### src/rtl/hilo_unit_if.sv
// Request, status and divider/multiplier handshake bundle for the HI/LO sequencer.
// The slave modport is the sequencer's view; master is the control/arith side.
interface hilo_unit_if;
  logic        w_OpValid;
  logic [1:0]  w_HiLoOp;
  logic [31:0] w_A;
  logic [31:0] w_B;
  logic        w_DivStart;
  logic        w_DivStop;
  logic [31:0] w_DIVHI;
  logic [31:0] w_DIVLO;
  logic        w_MultStart;
  logic        w_MultStop;
  logic [31:0] w_MULTHI;
  logic [31:0] w_MULTLO;
  logic [31:0] w_HI;
  logic [31:0] w_LO;
  logic        w_HiLoBusy;
  logic        w_HiLoDone;
  logic        w_DivZeroExc;
  logic        w_HiLoTimeout;

  modport slave (
    input  w_OpValid, w_HiLoOp, w_A, w_B,
    input  w_DivStop, w_DIVHI, w_DIVLO,
    input  w_MultStop, w_MULTHI, w_MULTLO,
    output w_DivStart, w_MultStart, w_HI, w_LO,
    output w_HiLoBusy, w_HiLoDone, w_DivZeroExc, w_HiLoTimeout
  );

  modport master (
    output w_OpValid, w_HiLoOp, w_A, w_B,
    output w_DivStop, w_DIVHI, w_DIVLO,
    output w_MultStop, w_MULTHI, w_MULTLO,
    input  w_DivStart, w_MultStart, w_HI, w_LO,
    input  w_HiLoBusy, w_HiLoDone, w_DivZeroExc, w_HiLoTimeout
  );
endinterface

### src/rtl/hilo_unit.sv
// HI/LO register pair with DIV/MULT launch, completion capture, divide-by-zero
// and timeout handling. Every output comes straight from a flop.
module hilo_unit #(
  parameter int TIMEOUT = 40
) (
  input  logic        Clock,
  input  logic        Reset,
  hilo_unit_if.slave  bus
);

  localparam int CNT_W = $clog2(TIMEOUT + 1);
  localparam logic [1:0] OP_DIV  = 2'b00;
  localparam logic [1:0] OP_MULT = 2'b01;
  localparam logic [1:0] OP_MTHI = 2'b10;
  localparam logic [1:0] OP_MTLO = 2'b11;

  typedef enum logic [1:0] {IDLE, LAUNCH, WAIT} state_t;

  state_t             state_q, state_d;
  logic               op_div_q, op_div_d;
  logic [CNT_W-1:0]   cnt_q, cnt_d;
  logic [31:0]        hi_q, hi_d, lo_q, lo_d;
  logic               div_start_q, div_start_d;
  logic               mult_start_q, mult_start_d;
  logic               busy_q, busy_d;
  logic               done_q, done_d;
  logic               dz_q, dz_d;
  logic               to_q, to_d;
  logic               stop_sel;

  // Only the launched unit's stop is meaningful; the other may be stale or busy.
  assign stop_sel = op_div_q ? bus.w_DivStop : bus.w_MultStop;

  always_comb begin
    state_d      = state_q;
    op_div_d     = op_div_q;
    cnt_d        = cnt_q;
    hi_d         = hi_q;
    lo_d         = lo_q;
    div_start_d  = 1'b0;
    mult_start_d = 1'b0;
    done_d       = 1'b0;
    dz_d         = 1'b0;
    to_d         = 1'b0;
    case (state_q)
      IDLE: begin
        if (bus.w_OpValid) begin
          case (bus.w_HiLoOp)
            OP_MTHI: begin
              hi_d   = bus.w_A;
              done_d = 1'b1;
            end
            OP_MTLO: begin
              lo_d   = bus.w_A;
              done_d = 1'b1;
            end
            OP_DIV: begin
              if (bus.w_B == 32'd0) begin
                dz_d   = 1'b1;
                done_d = 1'b1;
              end else begin
                op_div_d    = 1'b1;
                div_start_d = 1'b1;
                state_d     = LAUNCH;
              end
            end
            OP_MULT: begin
              op_div_d     = 1'b0;
              mult_start_d = 1'b1;
              state_d      = LAUNCH;
            end
            default: ;
          endcase
        end
      end
      LAUNCH: begin
        cnt_d   = '0;
        state_d = WAIT;
      end
      WAIT: begin
        // A stop on the final allowed edge still counts as completion.
        if (stop_sel) begin
          hi_d    = op_div_q ? bus.w_DIVHI : bus.w_MULTHI;
          lo_d    = op_div_q ? bus.w_DIVLO : bus.w_MULTLO;
          done_d  = 1'b1;
          state_d = IDLE;
        end else if (cnt_q == CNT_W'(TIMEOUT - 1)) begin
          to_d    = 1'b1;
          done_d  = 1'b1;
          state_d = IDLE;
        end else begin
          cnt_d = cnt_q + CNT_W'(1);
        end
      end
      default: state_d = IDLE;
    endcase
    busy_d = (state_d != IDLE);
  end

  always_ff @(posedge Clock) begin
    if (Reset) begin
      state_q      <= IDLE;
      op_div_q     <= 1'b0;
      cnt_q        <= '0;
      hi_q         <= '0;
      lo_q         <= '0;
      div_start_q  <= 1'b0;
      mult_start_q <= 1'b0;
      busy_q       <= 1'b0;
      done_q       <= 1'b0;
      dz_q         <= 1'b0;
      to_q         <= 1'b0;
    end else begin
      state_q      <= state_d;
      op_div_q     <= op_div_d;
      cnt_q        <= cnt_d;
      hi_q         <= hi_d;
      lo_q         <= lo_d;
      div_start_q  <= div_start_d;
      mult_start_q <= mult_start_d;
      busy_q       <= busy_d;
      done_q       <= done_d;
      dz_q         <= dz_d;
      to_q         <= to_d;
    end
  end

  assign bus.w_HI          = hi_q;
  assign bus.w_LO          = lo_q;
  assign bus.w_DivStart    = div_start_q;
  assign bus.w_MultStart   = mult_start_q;
  assign bus.w_HiLoBusy    = busy_q;
  assign bus.w_HiLoDone    = done_q;
  assign bus.w_DivZeroExc  = dz_q;
  assign bus.w_HiLoTimeout = to_q;

endmodule

### src/flat_wrapper.sv
// flat-port wrapper written by rule: the top's interface ports become plain ports
module hilo_unit_flat 
#(
  parameter int TIMEOUT = 40
)
  (Clock, Reset, bus_w_OpValid, bus_w_HiLoOp, bus_w_A, bus_w_B, bus_w_DivStop, bus_w_DIVHI, bus_w_DIVLO, bus_w_MultStop, bus_w_MULTHI, bus_w_MULTLO, bus_w_DivStart, bus_w_MultStart, bus_w_HI, bus_w_LO, bus_w_HiLoBusy, bus_w_HiLoDone, bus_w_DivZeroExc, bus_w_HiLoTimeout);
  hilo_unit_if bus_i ();
  input  logic Clock;
  input  logic Reset;
  input wire logic [$bits(bus_i.w_OpValid)-1:0] bus_w_OpValid;
  input wire logic [$bits(bus_i.w_HiLoOp)-1:0] bus_w_HiLoOp;
  input wire logic [$bits(bus_i.w_A)-1:0] bus_w_A;
  input wire logic [$bits(bus_i.w_B)-1:0] bus_w_B;
  input wire logic [$bits(bus_i.w_DivStop)-1:0] bus_w_DivStop;
  input wire logic [$bits(bus_i.w_DIVHI)-1:0] bus_w_DIVHI;
  input wire logic [$bits(bus_i.w_DIVLO)-1:0] bus_w_DIVLO;
  input wire logic [$bits(bus_i.w_MultStop)-1:0] bus_w_MultStop;
  input wire logic [$bits(bus_i.w_MULTHI)-1:0] bus_w_MULTHI;
  input wire logic [$bits(bus_i.w_MULTLO)-1:0] bus_w_MULTLO;
  output wire logic [$bits(bus_i.w_DivStart)-1:0] bus_w_DivStart;
  output wire logic [$bits(bus_i.w_MultStart)-1:0] bus_w_MultStart;
  output wire logic [$bits(bus_i.w_HI)-1:0] bus_w_HI;
  output wire logic [$bits(bus_i.w_LO)-1:0] bus_w_LO;
  output wire logic [$bits(bus_i.w_HiLoBusy)-1:0] bus_w_HiLoBusy;
  output wire logic [$bits(bus_i.w_HiLoDone)-1:0] bus_w_HiLoDone;
  output wire logic [$bits(bus_i.w_DivZeroExc)-1:0] bus_w_DivZeroExc;
  output wire logic [$bits(bus_i.w_HiLoTimeout)-1:0] bus_w_HiLoTimeout;
  assign bus_i.w_OpValid = bus_w_OpValid;
  assign bus_i.w_HiLoOp = bus_w_HiLoOp;
  assign bus_i.w_A = bus_w_A;
  assign bus_i.w_B = bus_w_B;
  assign bus_i.w_DivStop = bus_w_DivStop;
  assign bus_i.w_DIVHI = bus_w_DIVHI;
  assign bus_i.w_DIVLO = bus_w_DIVLO;
  assign bus_i.w_MultStop = bus_w_MultStop;
  assign bus_i.w_MULTHI = bus_w_MULTHI;
  assign bus_i.w_MULTLO = bus_w_MULTLO;
  assign bus_w_DivStart = bus_i.w_DivStart;
  assign bus_w_MultStart = bus_i.w_MultStart;
  assign bus_w_HI = bus_i.w_HI;
  assign bus_w_LO = bus_i.w_LO;
  assign bus_w_HiLoBusy = bus_i.w_HiLoBusy;
  assign bus_w_HiLoDone = bus_i.w_HiLoDone;
  assign bus_w_DivZeroExc = bus_i.w_DivZeroExc;
  assign bus_w_HiLoTimeout = bus_i.w_HiLoTimeout;
  hilo_unit #(.TIMEOUT(TIMEOUT)) u_core (.Clock(Clock), .Reset(Reset), .bus(bus_i));
endmodule
### config.mk
export PLATFORM = sky130hd
export DESIGN_NAME = hilo_unit_flat
export DESIGN_NICKNAME = d
export VERILOG_FILES = /design/src/rtl/hilo_unit_if.sv /design/src/rtl/hilo_unit.sv /design/src/flat_wrapper.sv
export SDC_FILE = /design/constraint.sdc
export NUM_CORES = 1
export LEC_CHECK = 0
export CORE_ASPECT_RATIO = 0.7
export CORE_UTILIZATION = 40
export DETAILED_ROUTE_END_ITERATION = 8
export PLACE_DENSITY = 0.95
export SYNTH_ARGS = -nofsm -noshare
export SYNTH_HDL_FRONTEND = slang
export SYNTH_SLANG_ARGS = --single-unit
### constraint.sdc
create_clock -name Clock -period 2.8 [get_ports Clock]
set_input_delay 0.28 -clock Clock [delete_from_list [all_inputs] [get_ports Clock]]
set_output_delay 0.28 -clock Clock [all_outputs]
set_load 0.01 [all_outputs]
==> key figures <==
Synth
  – Top cell type's share of synthesized area: 38.2%
  – Post-synth EDFFs: 0
  – Number of synthesized register bits: between 70 and 80
  – Ranking of synthesized cells by area: dfxtp_1 (38%), mux2i_1 (15%), a211o_1 (14%)
  – Register area share after synthesis: a little under two fifths
  – Synth cell types: 40
  – Mean Syn Cell Area: 8.62 um^2
  – Synth top cells by count: dfxtp_1 (79), nand2_1 (69), a21oi_1 (66)
  – Most numerous cell in the Yosys netlist: dfxtp_1
  – Synth warnings: 0
  – Ys async rst share: 0%
  – Cell taking the most area after synthesis: dfxtp_1
  – Synthesized area: roughly 4100 um^2
  – Syn_nets: roughly 690
  – Top_reg_cell synth: dfxtp_1
  – Synth Instances: 481

STA
  – F_max: roughly 0.5 GHz
  – Final Hold Fails: 0
  – Worst slew margin relative to its limit: 63.4%
  – Fin Setup TNS: 0 ns
  – Final worst clock skew: between 0.01 and 0.015 ns
  – RSZ-0062 raised after global routing: false
  – Measured slew at the worst slew-check pin: between 0.5 and 0.6 ns
  – Final period util: a little under three quarters
  – WHS: roughly 0.34 ns
  – # setup viols final: 0
  – Fin. max-slew vios: 0
  – Crit path time final: approximately 2 ns

Clocking
  – Clk_lat worst skew: 0.33 ns
  – Post-CTS setup buffers: 0
  – CTS Root Cell: clkbuf_16
  – H-Tree Depth: 3
  – Worst-path clk slew: 0.06 ns
  – CTS tree: done
  – Cts repair resizes: 0
  – Clk sinks: just under 80
  – Num CTS Buffers: 9
  – # hold bufs at CTS: 0
  – Bufs on Longest Clock Path: 2

Power and ir drop
  – Total power: approximately 3300 uW
  – Pwr dens: 459 nW/um^2
  – Leak: 0.00255 uW
  – VDD IR max: 374 uV

Cells and area
  – Non-filler cells, final: roughly 860
  – Ant. Diodes: 0
  – Post-layout nets: 935
  – Fraction of layout cells with a size suffix above 1: 4.35%
  – FILL cells: ~710
  – Area growth from synthesis to layout: 74.5%
  – Post-layout instance area: roughly 7200 um^2

Routing
  – Final wirelength: 14.6 mm
  – Number of DRC markers in iteration 0: about 190
  – Wirelength per Cell: roughly 17 um
  – ANT nets after route: 0
  – Pre-Repair DR Iteration Count: 4
  – DRC violations left: 0
  – Via-to-Cell Ratio: between 5 and 6
  – Vias: around 4600

Floorplanning
  – DIE AREA: roughly 11000 um^2
  – Chip Width: 124 um
  – Die Ht: just under 90 um
  – Starting Density: between 40% and 50%
  – Io pins: 269
  – FP Rows: 30
  – CORE AREA: 9870 um^2

Setup path
  – Crit-path max cell delay: between 0.5 and 0.6 ns
  – Crit-path leading delay family: simple AND/OR/NAND/NOR gates
  – Type of the worst setup path: flip-flop to flip-flop
  – Crit. End Element: flip-flop
  – Worst Path Arrival: roughly 2.2 ns
  – Buf/Inv on CP: 0
  – Critical Path RT: around 3 ns
  – Slowest CP cell: or4b_1
  – Startpoint Class: flip-flop
  – Crit-path cells: ha_1 -> and4bb_1 -> a211oi_2 -> or4b_1 -> o22ai_2 -> a41oi_1
  – Max FO, Critical Path: 5

Min path
  – Hold Crit Class: input pin to flip-flop

Place
  – Dpl cell area: roughly 7000 um^2
  – Number of port buffers: 268
  – Placed insts: 848
  – GPL Wtd Cong: between 0.8 and 0.9
  – Dpl hpwl: about 11 mm

Global routing
  – Initial antenna violation count: 0
  – Total congestion overflow: 0
  – Largest net degree at the start of global routing: 66
  – Vias in the first global route: between 4000 and 5000
  – Tot GR Track Use: 26.2%
  – First-pass GRT wire length: roughly 22 mm

Status
  – Status: completed

Run
  – Count of max-cap constraint violations: 0
## final timing paths
| path | startpoint | endpoint | slack [ns] | cells after the start |
|---|---|---|---|---|
| worst min register to register | u_core.bus.w_LO[31] | u_core.bus.w_LO[31] | 0.46 | 2 |
| worst min-delay path | Reset | u_core.bus.w_LO[2] | 0.34 | 2 |
| worst max register to register | u_core.cnt_q[0] | u_core.bus.w_HiLoBusy | 0.80 | 6 |
| worst max-delay path | u_core.cnt_q[0] | u_core.bus.w_HiLoBusy | 0.80 | 6 |
## routing by layer
layer | track usage (%) | wire length [um]
met1 | 27.2 | 5500
met2 | 49.0 | 7490
met3 | 8.51 | 1250
met4 | 9.97 | 310
met5 | 0 | 0
## cells in the final DEF, fill, tap and decap left out, drive strengths merged
master,count
a211o,64
a211oi,1
a21o,1
a21oi,66
a221oi,1
a31oi,1
a32oi,1
a41oi,1
and4,3
and4bb,1
buf,10
bufinv,2
clkbuf,12
clkdlybuf4s50,267
clkinv,2
dfxtp,79
ha,5
inv,5
mux2,1
mux2i,64
nand2,71
nand2b,1
nand3,1
nand3b,1
nand4,2
nor2,40
nor3,2
nor4,9
nor4b,1
nor4bb,1
o2111ai,1
o211ai,1
o21a,1
o21ai,7
o22ai,1
o31ai,1
or2,3
or4b,1
xor2,4
## metrics by stage
stage	setup slack [ns]	utilization (%)
finish	0.799	73.2
global route	0.663	73.2
floorplan	0.989	-
CTS	0.834	73.2
global placement	0.890	70.1
detailed placement	0.799	70.1
## state kept, by name (all words and copies together) (netlist names)
name,count
u_core.op_div_q,1
u_core.state_q,2
u_core.bus.w_MultStart,1
u_core.cnt_q,6
u_core.bus.w_DivStart,1
u_core.bus.w_HiLoDone,1
u_core.bus.w_LO,32
u_core.bus.w_HiLoBusy,1
u_core.bus.w_HI,32
u_core.bus.w_DivZeroExc,1
u_core.bus.w_HiLoTimeout,1
## logic make-up (layout without fill, tap and decap cells)
logic type / after synthesis / in the layout / synth area share [%]
fa+ha+maj: 5 / 5 / 1.51
flops: 79 / 79 / 38.2
compound gates: 148 / 148 / 24.7
buf+inv: 43 / 298 / 4.47
mux: 65 / 65 / 15.7
simple gates: 137 / 137 / 14.6
xor+xnor: 4 / 4 / 0.845
## power by group
part | leakage (uW) | internal, uW | switching (uW)
Sequential | 0.000642 | 1190 | 37.1
Clock | 0.000151 | 779 | 433
Combinational | 0.00175 | 502 | 382
## layout make-up
class                           instances  area [um^2]  share of cell area [%]
Clock buffer                           12          236                    3.27
Tap cell                              128          160                    2.21
Sequential cell                        79         1590                    21.9
Timing Repair Buffer                  277         2770                    38.3
Clock inverter                          4         70.1                   0.969
Multi-Input combinational cell        359         2390                    33.1
Inverter                                5         18.8                   0.260
No activity file was read; power rests on OpenSTA's default activity.
